==> src/rtl/ag32gbd_ram_loader.sv <==
// ag32gbd_ram_loader: copies a byte stream into cartridge SRAM bank 0 through the mapper override inputs.
// Define AG32GBD_LOADER_CHECKSUM_EN to enable the running 16-bit byte checksum.
module ag32gbd_ram_loader #(
    parameter int WE_PULSE_CYCLES = 3,
    parameter int SETUP_CYCLES    = 1,
    parameter int HOLD_CYCLES     = 1
) (
    input  logic        sys_clock,
    input  logic        sys_resetn,
    input  logic        start,
    input  logic [12:0] byte_count,
    input  logic        abort,
    input  logic        Cart_nCS,
    input  logic        Cart_nRD,
    input  logic        Cart_nWR,
    input  logic        in_valid,
    input  logic [7:0]  in_data,
    output logic        in_ready,
    output logic        is_gbd_writing_ram,
    output logic [7:0]  out_Writing_dq,
    output logic [11:0] out_Writing_Addr_low,
    output logic        out_Writing_nCS,
    output logic        out_Writing_nWE,
    output logic        busy,
    output logic        done,
    output logic        aborted,
    output logic [15:0] checksum
);
    localparam logic [3:0] SETUP_LAST = 4'(SETUP_CYCLES - 1);
    localparam logic [3:0] PULSE_LAST = 4'(WE_PULSE_CYCLES - 1);
    localparam logic [3:0] HOLD_LAST  = 4'(HOLD_CYCLES - 1);

    typedef enum logic [2:0] {
        IDLE, WAIT_BUS, GRANT, WAIT_DATA, SETUP, PULSE, HOLD, RELEASE
    } state_t;

    state_t      state, state_n;
    logic        idle_seen, idle_seen_n;
    logic [3:0]  phase, phase_n;
    logic [12:0] remaining, remaining_n;
    logic [11:0] addr_n;
    logic [7:0]  dq_n;
    logic        aborted_n;
    logic        bus_idle, handshake;

    assign bus_idle  = Cart_nCS && Cart_nRD && Cart_nWR;
    assign handshake = (state == WAIT_DATA) && in_valid && in_ready;

    always_ff @(posedge sys_clock) begin
        if (!sys_resetn) state <= IDLE;
        else state <= state_n;
    end

    always_comb begin
        state_n     = state;
        idle_seen_n = idle_seen;
        phase_n     = phase;
        remaining_n = remaining;
        addr_n      = out_Writing_Addr_low;
        dq_n        = out_Writing_dq;
        aborted_n   = aborted;
        case (state)
            IDLE: if (start) begin
                state_n     = WAIT_BUS;
                remaining_n = (byte_count == 13'd0) ? 13'h1000 : byte_count;
                addr_n      = '0;
                aborted_n   = 1'b0;
                idle_seen_n = 1'b0;
            end
            WAIT_BUS: if (abort) begin
                state_n   = IDLE;
                aborted_n = 1'b1;
            end else begin
                idle_seen_n = bus_idle;
                if (bus_idle && idle_seen) state_n = GRANT;
            end
            GRANT: begin
                state_n   = abort ? RELEASE : WAIT_DATA;
                aborted_n = aborted || abort;
            end
            // A byte already handshaken is owed a write, so it wins over abort.
            WAIT_DATA: if (handshake) begin
                dq_n    = in_data;
                phase_n = '0;
                state_n = SETUP;
            end else if (abort) begin
                state_n   = RELEASE;
                aborted_n = 1'b1;
            end
            SETUP: begin
                phase_n = (phase == SETUP_LAST) ? 4'd0 : phase + 4'd1;
                state_n = (phase == SETUP_LAST) ? PULSE : SETUP;
            end
            PULSE: begin
                phase_n = (phase == PULSE_LAST) ? 4'd0 : phase + 4'd1;
                state_n = (phase == PULSE_LAST) ? HOLD : PULSE;
            end
            HOLD: if (phase == HOLD_LAST) begin
                phase_n     = '0;
                remaining_n = remaining - 13'd1;
                addr_n      = out_Writing_Addr_low + 12'd1;
                state_n     = (remaining == 13'd1 || abort) ? RELEASE : WAIT_DATA;
                aborted_n   = aborted || (abort && remaining != 13'd1);
            end else begin
                phase_n = phase + 4'd1;
            end
            RELEASE: state_n = IDLE;
            default: state_n = IDLE;
        endcase
    end

    // Outputs are decoded from the next state so they switch on the same edge as the state does.
    always_ff @(posedge sys_clock) begin
        if (!sys_resetn) begin
            idle_seen            <= 1'b0;
            phase                <= '0;
            remaining            <= '0;
            out_Writing_Addr_low <= '0;
            out_Writing_dq       <= '0;
            aborted              <= 1'b0;
            busy                 <= 1'b0;
            is_gbd_writing_ram   <= 1'b0;
            out_Writing_nCS      <= 1'b1;
            out_Writing_nWE      <= 1'b1;
            in_ready             <= 1'b0;
            done                 <= 1'b0;
        end else begin
            idle_seen            <= idle_seen_n;
            phase                <= phase_n;
            remaining            <= remaining_n;
            out_Writing_Addr_low <= addr_n;
            out_Writing_dq       <= dq_n;
            aborted              <= aborted_n;
            busy                 <= state_n != IDLE;
            is_gbd_writing_ram   <= state_n != IDLE && state_n != WAIT_BUS;
            out_Writing_nCS      <= !(state_n inside {SETUP, PULSE, HOLD});
            out_Writing_nWE      <= state_n != PULSE;
            in_ready             <= state_n == WAIT_DATA;
            done                 <= state == RELEASE;
        end
    end

`ifdef AG32GBD_LOADER_CHECKSUM_EN
    logic [15:0] sum;
    always_ff @(posedge sys_clock) begin
        if (!sys_resetn) sum <= '0;
        else if (state == IDLE && start) sum <= '0;
        else if (handshake) sum <= sum + {8'h00, in_data};
    end
    assign checksum = sum;
`else
    assign checksum = '0;
`endif
endmodule

==> config.mk <==
export PLATFORM = sky130hd
export DESIGN_NAME = ag32gbd_ram_loader
export DESIGN_NICKNAME = d
export VERILOG_FILES = /design/src/rtl/ag32gbd_ram_loader.sv
export SDC_FILE = /design/constraint.sdc
export NUM_CORES = 1
export LEC_CHECK = 0
export BUFFER_PORTS_ARGS = -buffer_cell sky130_fd_sc_hd__buf_2
export CAP_MARGIN = 10
export CELL_PAD_IN_SITES_DETAIL_PLACEMENT = 1
export CELL_PAD_IN_SITES_GLOBAL_PLACEMENT = 1
export CORE_MARGIN = 2
export CORE_UTILIZATION = 25
export CTS_CLUSTER_DIAMETER = 200
export DETAILED_ROUTE_END_ITERATION = 8
export GPL_TIMING_DRIVEN = 1
export PLACE_DENSITY_LB_ADDON = 0.12
export RECOVER_POWER = 25
export SLEW_MARGIN = 20
export SYNTH_ARGS = -nofsm -noshare
export SYNTH_HDL_FRONTEND = slang
export SYNTH_SLANG_ARGS = --single-unit
==> constraint.sdc <==
create_clock -name sys_clock -period 2 [get_ports sys_clock]
set_input_delay 0.4 -clock sys_clock [delete_from_list [all_inputs] [get_ports sys_clock]]
set_output_delay 0.4 -clock sys_clock [all_outputs]
set_load 0.02 [all_outputs]
Word level (Yosys, flattened, before mapping)

Cells that the tools add are included.

Register bits: 48
Memory bits (writable): 0
Memories: 0
ROM bits: 0
Bits of input ports: 29
Logic and storage cells: 92
Output and inout bits: 43
Bits in latches: 0

Add/sub/neg operators: 3
Equality and inequality tests: 21
Muxes and demuxes: 29
Div/mod/pow operators: 0
Bitwise logic cells: 0
Multiply operators: 0
Shift-type cells: 0
Reductions and logical operators: 26
Magnitude comparators: 0

Operators by type and width:

| cell                    | count |
|---|---|
| $mux W13                | 3 |
| $pmux W13 S2            | 1 |
| $mux W12                | 2 |
| $mux W3                 | 8 |
| $pmux W12 S2            | 1 |
| $pmux W3 S8             | 1 |
| $eq A3 B3 Y1 const B    | 7 |
| $eq A13 B1 Y1 const B   | 1 |
| $logic_not A13 Y1       | 1 |
| $ne A13 B1 Y1 const B   | 1 |
| $sub A13 B1 Y13 const B | 1 |
| $add A12 B1 Y12 const B | 1 |
| $mux W4                 | 3 |
| $pmux W4 S3             | 1 |
| $ne A2 B2 Y1 const B    | 5 |
| $eq A3 B2 Y1 const B    | 3 |
| $reduce_bool A3 Y1      | 3 |
| $logic_and A1 B1 Y1     | 7 |
| $mux W1                 | 6 |
| $reduce_and A3 Y1       | 2 |
| $pmux W1 S5             | 1 |
| $reduce_bool A5 Y1      | 1 |
| $add A4 B1 Y4 const B   | 1 |
| $eq A4 B2 Y1 const B    | 1 |
| 13 further kinds        | 17 |

Longest topological paths before layout

Gate-level depths: netlist of run 1.

Depth after elaboration: 9
Mapped depth: 8
Depth with buffers taken out: 6

Worst setup path before layout of run 1

Ideal clock, no wire load.

Path type: register to register
Start: register phase[0]
End: register remaining[10]
Path buffers: 1
Period minus slack after synthesis: 1.821 ns
Setup time: 0.122 ns
Arrival: 1.699 ns
Required time: 1.878 ns
Setup slack: 0.179 ns
Stages on the path, launching flop included: 8
Path through: dfxtp_1 -> inv_1 -> ha_1 -> or3b_1 -> buf_2 -> nor2_2 -> a31oi_1 -> a311o_1

Longest elaborated chain between the ends: 3

Ends and longest elaborated chain:

| what                        | RTL line | source |
|---|---|---|
| start: declaration          | 39       | `logic [3:0] phase, phase_n;` |
| start signal: assignment    | 129      | `phase <= phase_n;` |
| $logic_not A4 Y1            | 98       | `HOLD: if (phase == HOLD_LAST) begin` |
| $ne A2 B2 Y1 (no line)      | n/a      |  |
| $reduce_and A3 Y1 (no line) | n/a      |  |
| end signal: assignment      | 130      | `remaining <= remaining_n;` |
| end: declaration            | 40       | `logic [12:0] remaining, remaining_n;` |

Every way passes these cells.
A chain may end at the register's enable or synchronous reset.

Worst setup path after layout of run 1

Start: register state[1]
End: register remaining[12]

Longest elaborated chain between the ends: 3

Ends and longest elaborated chain:

| what                                                         | RTL line | source |
|---|---|---|
| start: declaration                                           | 37       | `state_t state, state_n;` |
| start signal: assignment                                     | 51       | `else state <= state_n;` |
| $eq A3 B3 Y1 or $logic_not A3 Y1 (tied branches)             | 62       | `case (state)` |
| $ne A2 B2 Y1 (no line) or $reduce_bool A2 Y1 (tied branches) | n/a      |  |
| $reduce_and A3 Y1 (no line)                                  | n/a      |  |

Several ways; a longest one is shown, not always the timed one.

==> results of run 1 <==
per-layer routing:
layer / share of wire / vias to the layer above / track usage
met5: 0 / - / 0
met4: 0.0052 / 0 / 0.0288
met3: 0.034 / 2 / 0.0264
met2: 0.48 / 49 / 0.238
met1: 0.48 / 1228 / 0.184
li1: - / 1273 / -
area by class of cell:
type	count	share of cell area
repair buffers	81	0.145
inverters	9	0.0103
well taps	136	0.0521
flip-flops and latches	48	0.295
clock buffers	6	0.0253
multi-input cells	235	0.461
clock inverters	2	0.0119
tightest hold or removal path: cells and delay by family:
family / cells / cell delay (ns)
buf+inv: 1 / 0.07
simple gates: 1 / 0.07
mux: 1 / 0.05
flip-flops by register name, summed over array words and instances, names as in the netlist:
name,flops
busy,1
out_Writing_Addr_low,12
remaining,13
is_gbd_writing_ram,1
out_Writing_dq,8
aborted,1
idle_seen,1
done,1
out_Writing_nWE,1
state,3
out_Writing_nCS,1
in_ready,1
phase,4
Yosys cell counts (7+ instances only):
cell type,n,area share
clkbuf_1,7,0.010
mux2i_1,11,0.042
nor4_1,7,0.017
or3_1,10,0.024
a21oi_1,27,0.052
inv_1,9,0.013
o21ai_0,16,0.031
nor3_1,7,0.013
and3_1,8,0.019
nand2_1,14,0.020
nor2_1,19,0.027
buf_4,17,0.049
nand3_1,14,0.027
or4_1,7,0.020
dfxtp_1,48,0.37
path summary, 6_finish.rpt:
kind / cells past startpoint / start / slack [ns] / end
max: 4 / state[1] / 0.12 / remaining[12]
min: 3 / in_data[6] / 0.33 / out_Writing_dq[6]
max reg2reg: 4 / state[1] / 0.12 / remaining[12]
min reg2reg: 2 / out_Writing_Addr_low[11] / 0.49 / out_Writing_Addr_low[11]
through the flow:
step,worst slack (ns),area (um^2),util,total power [mW]
floorplan,0.179,2680,-,1.24
global placement,0.158,3150,0.306,1.35
detailed placement,0.134,3150,0.306,1.35
CTS,0.0937,3270,0.318,2.14
global route,0.00193,3270,0.318,2.21
finish,0.125,3270,0.318,2.10
cells by family (layout without fill, tap and decap cells):
logic type / Yosys count / in the layout / share of synthesized area
xor+xnor: 3 / 3 / 0.0100
flops: 48 / 48 / 0.366
fa+ha+maj: 6 / 6 / 0.0286
mux: 12 / 12 / 0.0463
buf+inv: 41 / 98 / 0.0887
compound gates: 79 / 79 / 0.191
other cells: 1 / 16 / 0.00143
simple gates: 119 / 119 / 0.268
power by group through the flow:
stage	logic [mW]	clock network [mW]	registers [mW]
floorplan	0.205	0	1.03
global placement	0.318	0	1.03
detailed placement	0.318	0	1.03
CTS	0.319	0.809	1.01
global route	0.354	0.841	1.02
finish	0.317	0.771	1.01
timing repair:
action	CTS	global route
endpoints found under the hold margin	0	0
gates resized for setup	0	5
endpoints found under the setup margin	0	9
==> impl_results.md, run 1 <==
- Status: finished, final reports clean
- Num Clock Sinks: 48
- Die Y: 106 um
- Syn Inst Count: between 300 and 400
- Antenna cells: 0
- CTS clk-pin slew, worst paths: 0.10 ns
- Post-synth EDFFs: 0
- Inst Count DP: around 510
- FILL cells: between 1k and 1.5k
- Main synth FF type: dfxtp_1
- I/O Buffers: 55
- Synth cell types: 63
- FP Rows: 37
- Iteration-0 DRC Markers: just under 70
- Max H-tree Level: 2
- Final #Nets: 415
- Crit-path max FO: 13
- Critical Path End Type: register
- Final non-filler cell total: 517
- Seq cells post-synth: between 40 and 50
- VDD IR max: between 200 and 300 uV
- Largest net degree at the start of global routing: 16
- Slowest CP cell: or4b_1
- Number of detailed-route iterations in the first pass: 5
- Final HPWL from detailed placement: 5880 um
- Post-CTS Repair Setup Buffers: 0
- Pins Over Slew Limit: 0
- Tot GR Track Use: 0.140
- Clk_lat worst skew: 0.30 ns
- Pwr/cell area: approximately 640 nW/um^2
- Starting density of the core: 0.255
- Hold Violations, Final: 0
- Worst Path Required: 2.19 ns
- Period minus WS final: approximately 1.9 ns
- WP buf/inv: 0
- Total congestion overflow: 0
- Hold Path Class: input pin to register
- Total CTS buffers: 5
- Final setup vio count: 0
- Worst EP arrival: between 2 and 2.5 ns
- TNS Setup: 0 ns
- Async SR Flop Fraction: 0
- Reg power frac: 0.482
- Routed wire per std cell: 15.0 um
- Cts hold-fix bufs: 0
- ANT nets after route: 0
- CP cell instances: or4b_1 > a311o_1 > o211ai_1 > a21oi_1
- First-pass GRT wire length: 12800 um
- Combinational power share: 0.151
- Via count: approximately 2.6k
- Unrepaired setup endpoints after global routing: no
- Synth Cell Area: 2620 um^2
- Switching portion of total power: 0.276
- DRC Markers: 0
- Multi-input logic area: roughly 1500 um^2
- Layout cells sized above 1: 0.226
- Synth Warn #: 0
- CTS tree: built
- Die Area: between 10000 and 15000 um^2
- Most common library cell in the layout ignoring fill and taps: dfxtp_1
- I/O pins: 72
- Cell-internal power: between 1.5 and 2 mW
- WHS: about 0.33 ns
- Overall die width: ~110 um
- RD Place Congestion: between 0.7 and 0.8
- Crit path kind: register to register
- Skew final: 0.00555 ns
- Switching Power: ~0.58 mW
- Critical Path Source Type: register
- Avg Vias per Cell: 4.94
- Area grow syn2layout: 24.6%
- Maximum clock frequency: approximately 530 MHz
- Initial antenna violation count: 0
- Largest incremental delay on the critical path: 0.76 ns
- Clock Tree Buf Depth: 2
- Leak: between 1 and 1.5 nW
- Post-Route WL: about 7800 um
- Syn_area_per_cell: about 8.5 um^2
- Clock share of power: 0.367
- Vias in the first global route: between 2k and 3k
- Commonest cells after routing, fill and taps aside: dfxtp_1, buf_2, a21oi_1
- Delay-heaviest family, CP: simple AND/OR/NAND/NOR gates
- Root buf cell: clkbuf_8
- Sequential cell area: 962 um^2
- Seq/Total Area, Yosys: 0.366
- Core Area: ~10000 um^2
- Final critical-path share of the clock period: 0.938
- Number of max-cap violations: 0
No activity file was read; power rests on OpenSTA's default activity.
==> inputs of run 2 (changes only) <==
RECOVER_POWER = 100   (was 25)
==> run 2 against run 1 <==
Against the previous run: final cell count stayed put; largest cell class unchanged; first-iteration DRC count is 7.4% lower; critical path depth stayed put; largest power group unchanged; critical path type unchanged; highest routed layer unchanged.
==> impl_results.md, run 2 (synthesis results as in run 1) <==
- WP buf/inv: 0
- Vias in the first global route: ~2.5k
- Period minus WS final: 1.88 ns
- Critical Path End Type: register
- Critical Path Source Type: register
- Delay-heaviest family, CP: simple AND/OR/NAND/NOR gates
- Hold Path Class: input pin to register
- Max reg flops: 13
- Clock Tree Buf Depth: 2
- CP cell instances: or4b_1 > a311o_1 > o211ai_1 > a21oi_1
- Layout cells sized above 1: 0.192
- Post-DP Area: roughly 3100 um^2
- TNS Setup: 0 ns
- Maximum clock frequency: 532 MHz
- Total CTS buffers: 5
- Post-CTS Repair Setup Buffers: 0
- Top flop regs: remaining: 13 flops, out_Writing_Addr_low: 12 flops, out_Writing_dq: 8 flops
- Core Area: about 10000 um^2
- Overall die width: roughly 110 um
- Starting density of the core: 0.255
- Final setup vio count: 0
- Avg Vias per Cell: just under 5
- CTS clk-pin slew, worst paths: approximately 0.10 ns
- Area grow syn2layout: 22.5%
- Die Area: 11300 um^2
- Die Y: about 110 um
- Initial antenna violation count: 0
- Clk_lat worst skew: 0.30 ns
- Skew final: about 0.0053 ns
- R2R depth: 4
- First-pass GRT wire length: 12800 um
- ANT nets after route: 0
- Num Clock Sinks: 48
- Pwr/cell area: between 600 and 700 nW/um^2
- Most common library cell in the layout ignoring fill and taps: dfxtp_1
- FP Rows: 37
- Crit path kind: register to register
- RD Place Congestion: around 0.80
- FILL cells: roughly 1.3k
- Max H-tree Level: 2
- I/O Buffers: 55
- Setup slack after layout: 0.121 ns
- DRC Markers: 0
- CTS tree: built
- Slowest CP cell: or4b_1
- Antenna cells: 0
- Iteration-0 DRC Markers: 63
- Final HPWL from detailed placement: roughly 5900 um
- Post-Route WL: 7780 um
- WP depth: 4
- Routed wire per std cell: about 15 um
- Hold Violations, Final: 0
- Tot GR Track Use: 0.140
- I/O pins: between 70 and 80
- Final instance area: around 3200 um^2
- Number of max-cap violations: 0
- Largest incremental delay on the critical path: 0.77 ns
- Via count: approximately 2.5k
- Final critical-path share of the clock period: 0.939
- Worst EP arrival: 2.07 ns
- Unrepaired setup endpoints after global routing: no
- Total congestion overflow: 0
- Reg with most FFs: remaining
- Final #Nets: just over 400
- Largest net degree at the start of global routing: 16
- Pre-CTS setup slack: 0.134 ns
- Worst Path Required: 2.20 ns
- Leak: around 1.2 nW
- Status: finished, final reports clean
- Pins Over Slew Limit: 0
- Commonest cells after routing, fill and taps aside: dfxtp_1, clkbuf_1, buf_2
- Number of detailed-route iterations in the first pass: 4
- Root buf cell: clkbuf_8
- Crit-path max FO: 13
- Hold Crit Depth: 3
- VDD IR max: roughly 280 uV
-- run 2: changes by cell type in the layout (fill, tap and decap cells not counted), sizes merged --
cell,delta
clkbuf,+15
buf,-15
-- run 2: final cells by class --
class | instances | area [um^2] | area share
Sequential cell | 48 | 962 | 0.300
Inverter | 9 | 33.8 | 0.0105
Tap cell | 136 | 170 | 0.0530
Clock buffer | 6 | 82.6 | 0.0257
Clock inverter | 2 | 38.8 | 0.0121
Timing Repair Buffer | 81 | 422 | 0.131
Multi-Input combinational cell | 235 | 1500 | 0.468
-- run 2: worst min-delay path: cells and delay by family --
family,cells,cell delay [ns]
buffers and inverters,1,0.07
muxes,1,0.05
and+or+nand+nor,1,0.07
-- run 2: layer usage --
layer,GRT usage,share of wire
met1,0.184,0.48
met2,0.238,0.48
met3,0.0264,0.034
met4,0.0288,0.0055
met5,0,0
-- run 2: where the power goes --
group | internal (mW) | total [mW] | switching (mW) | leakage [nW]
combinational | 0.120 | 0.308 | 0.188 | 0.752
clock | 0.410 | 0.773 | 0.363 | 0.0614
sequential | 0.981 | 1.01 | 0.0300 | 0.390
total | 1.51 | 2.09 | 0.581 | 1.20
-- run 2: worst paths after layout --
path	slack, ns	endpoint	start
max	0.12	remaining[12]	state[1]
min	0.33	out_Writing_dq[6]	in_data[6]
max reg2reg	0.12	remaining[12]	state[1]
min reg2reg	0.49	out_Writing_Addr_low[11]	out_Writing_Addr_low[11]
-- run 2: repair_timing --
item / 4_1_cts / 5_1_grt
setup endpoints to repair: 0 / 9
hold buffers: 0 / 0
gates resized for setup: 0 / 5
-- run 2: metrics by stage --
stage	cells	power (mW)	utilization	hold WS, ns
floorplan	324	1.24	-	0.458
global placement	509	1.35	0.306	0.461
detailed placement	509	1.35	0.306	0.476
CTS	517	2.14	0.318	0.316
global route	517	2.20	0.313	0.336
finish	517	2.09	0.313	0.328
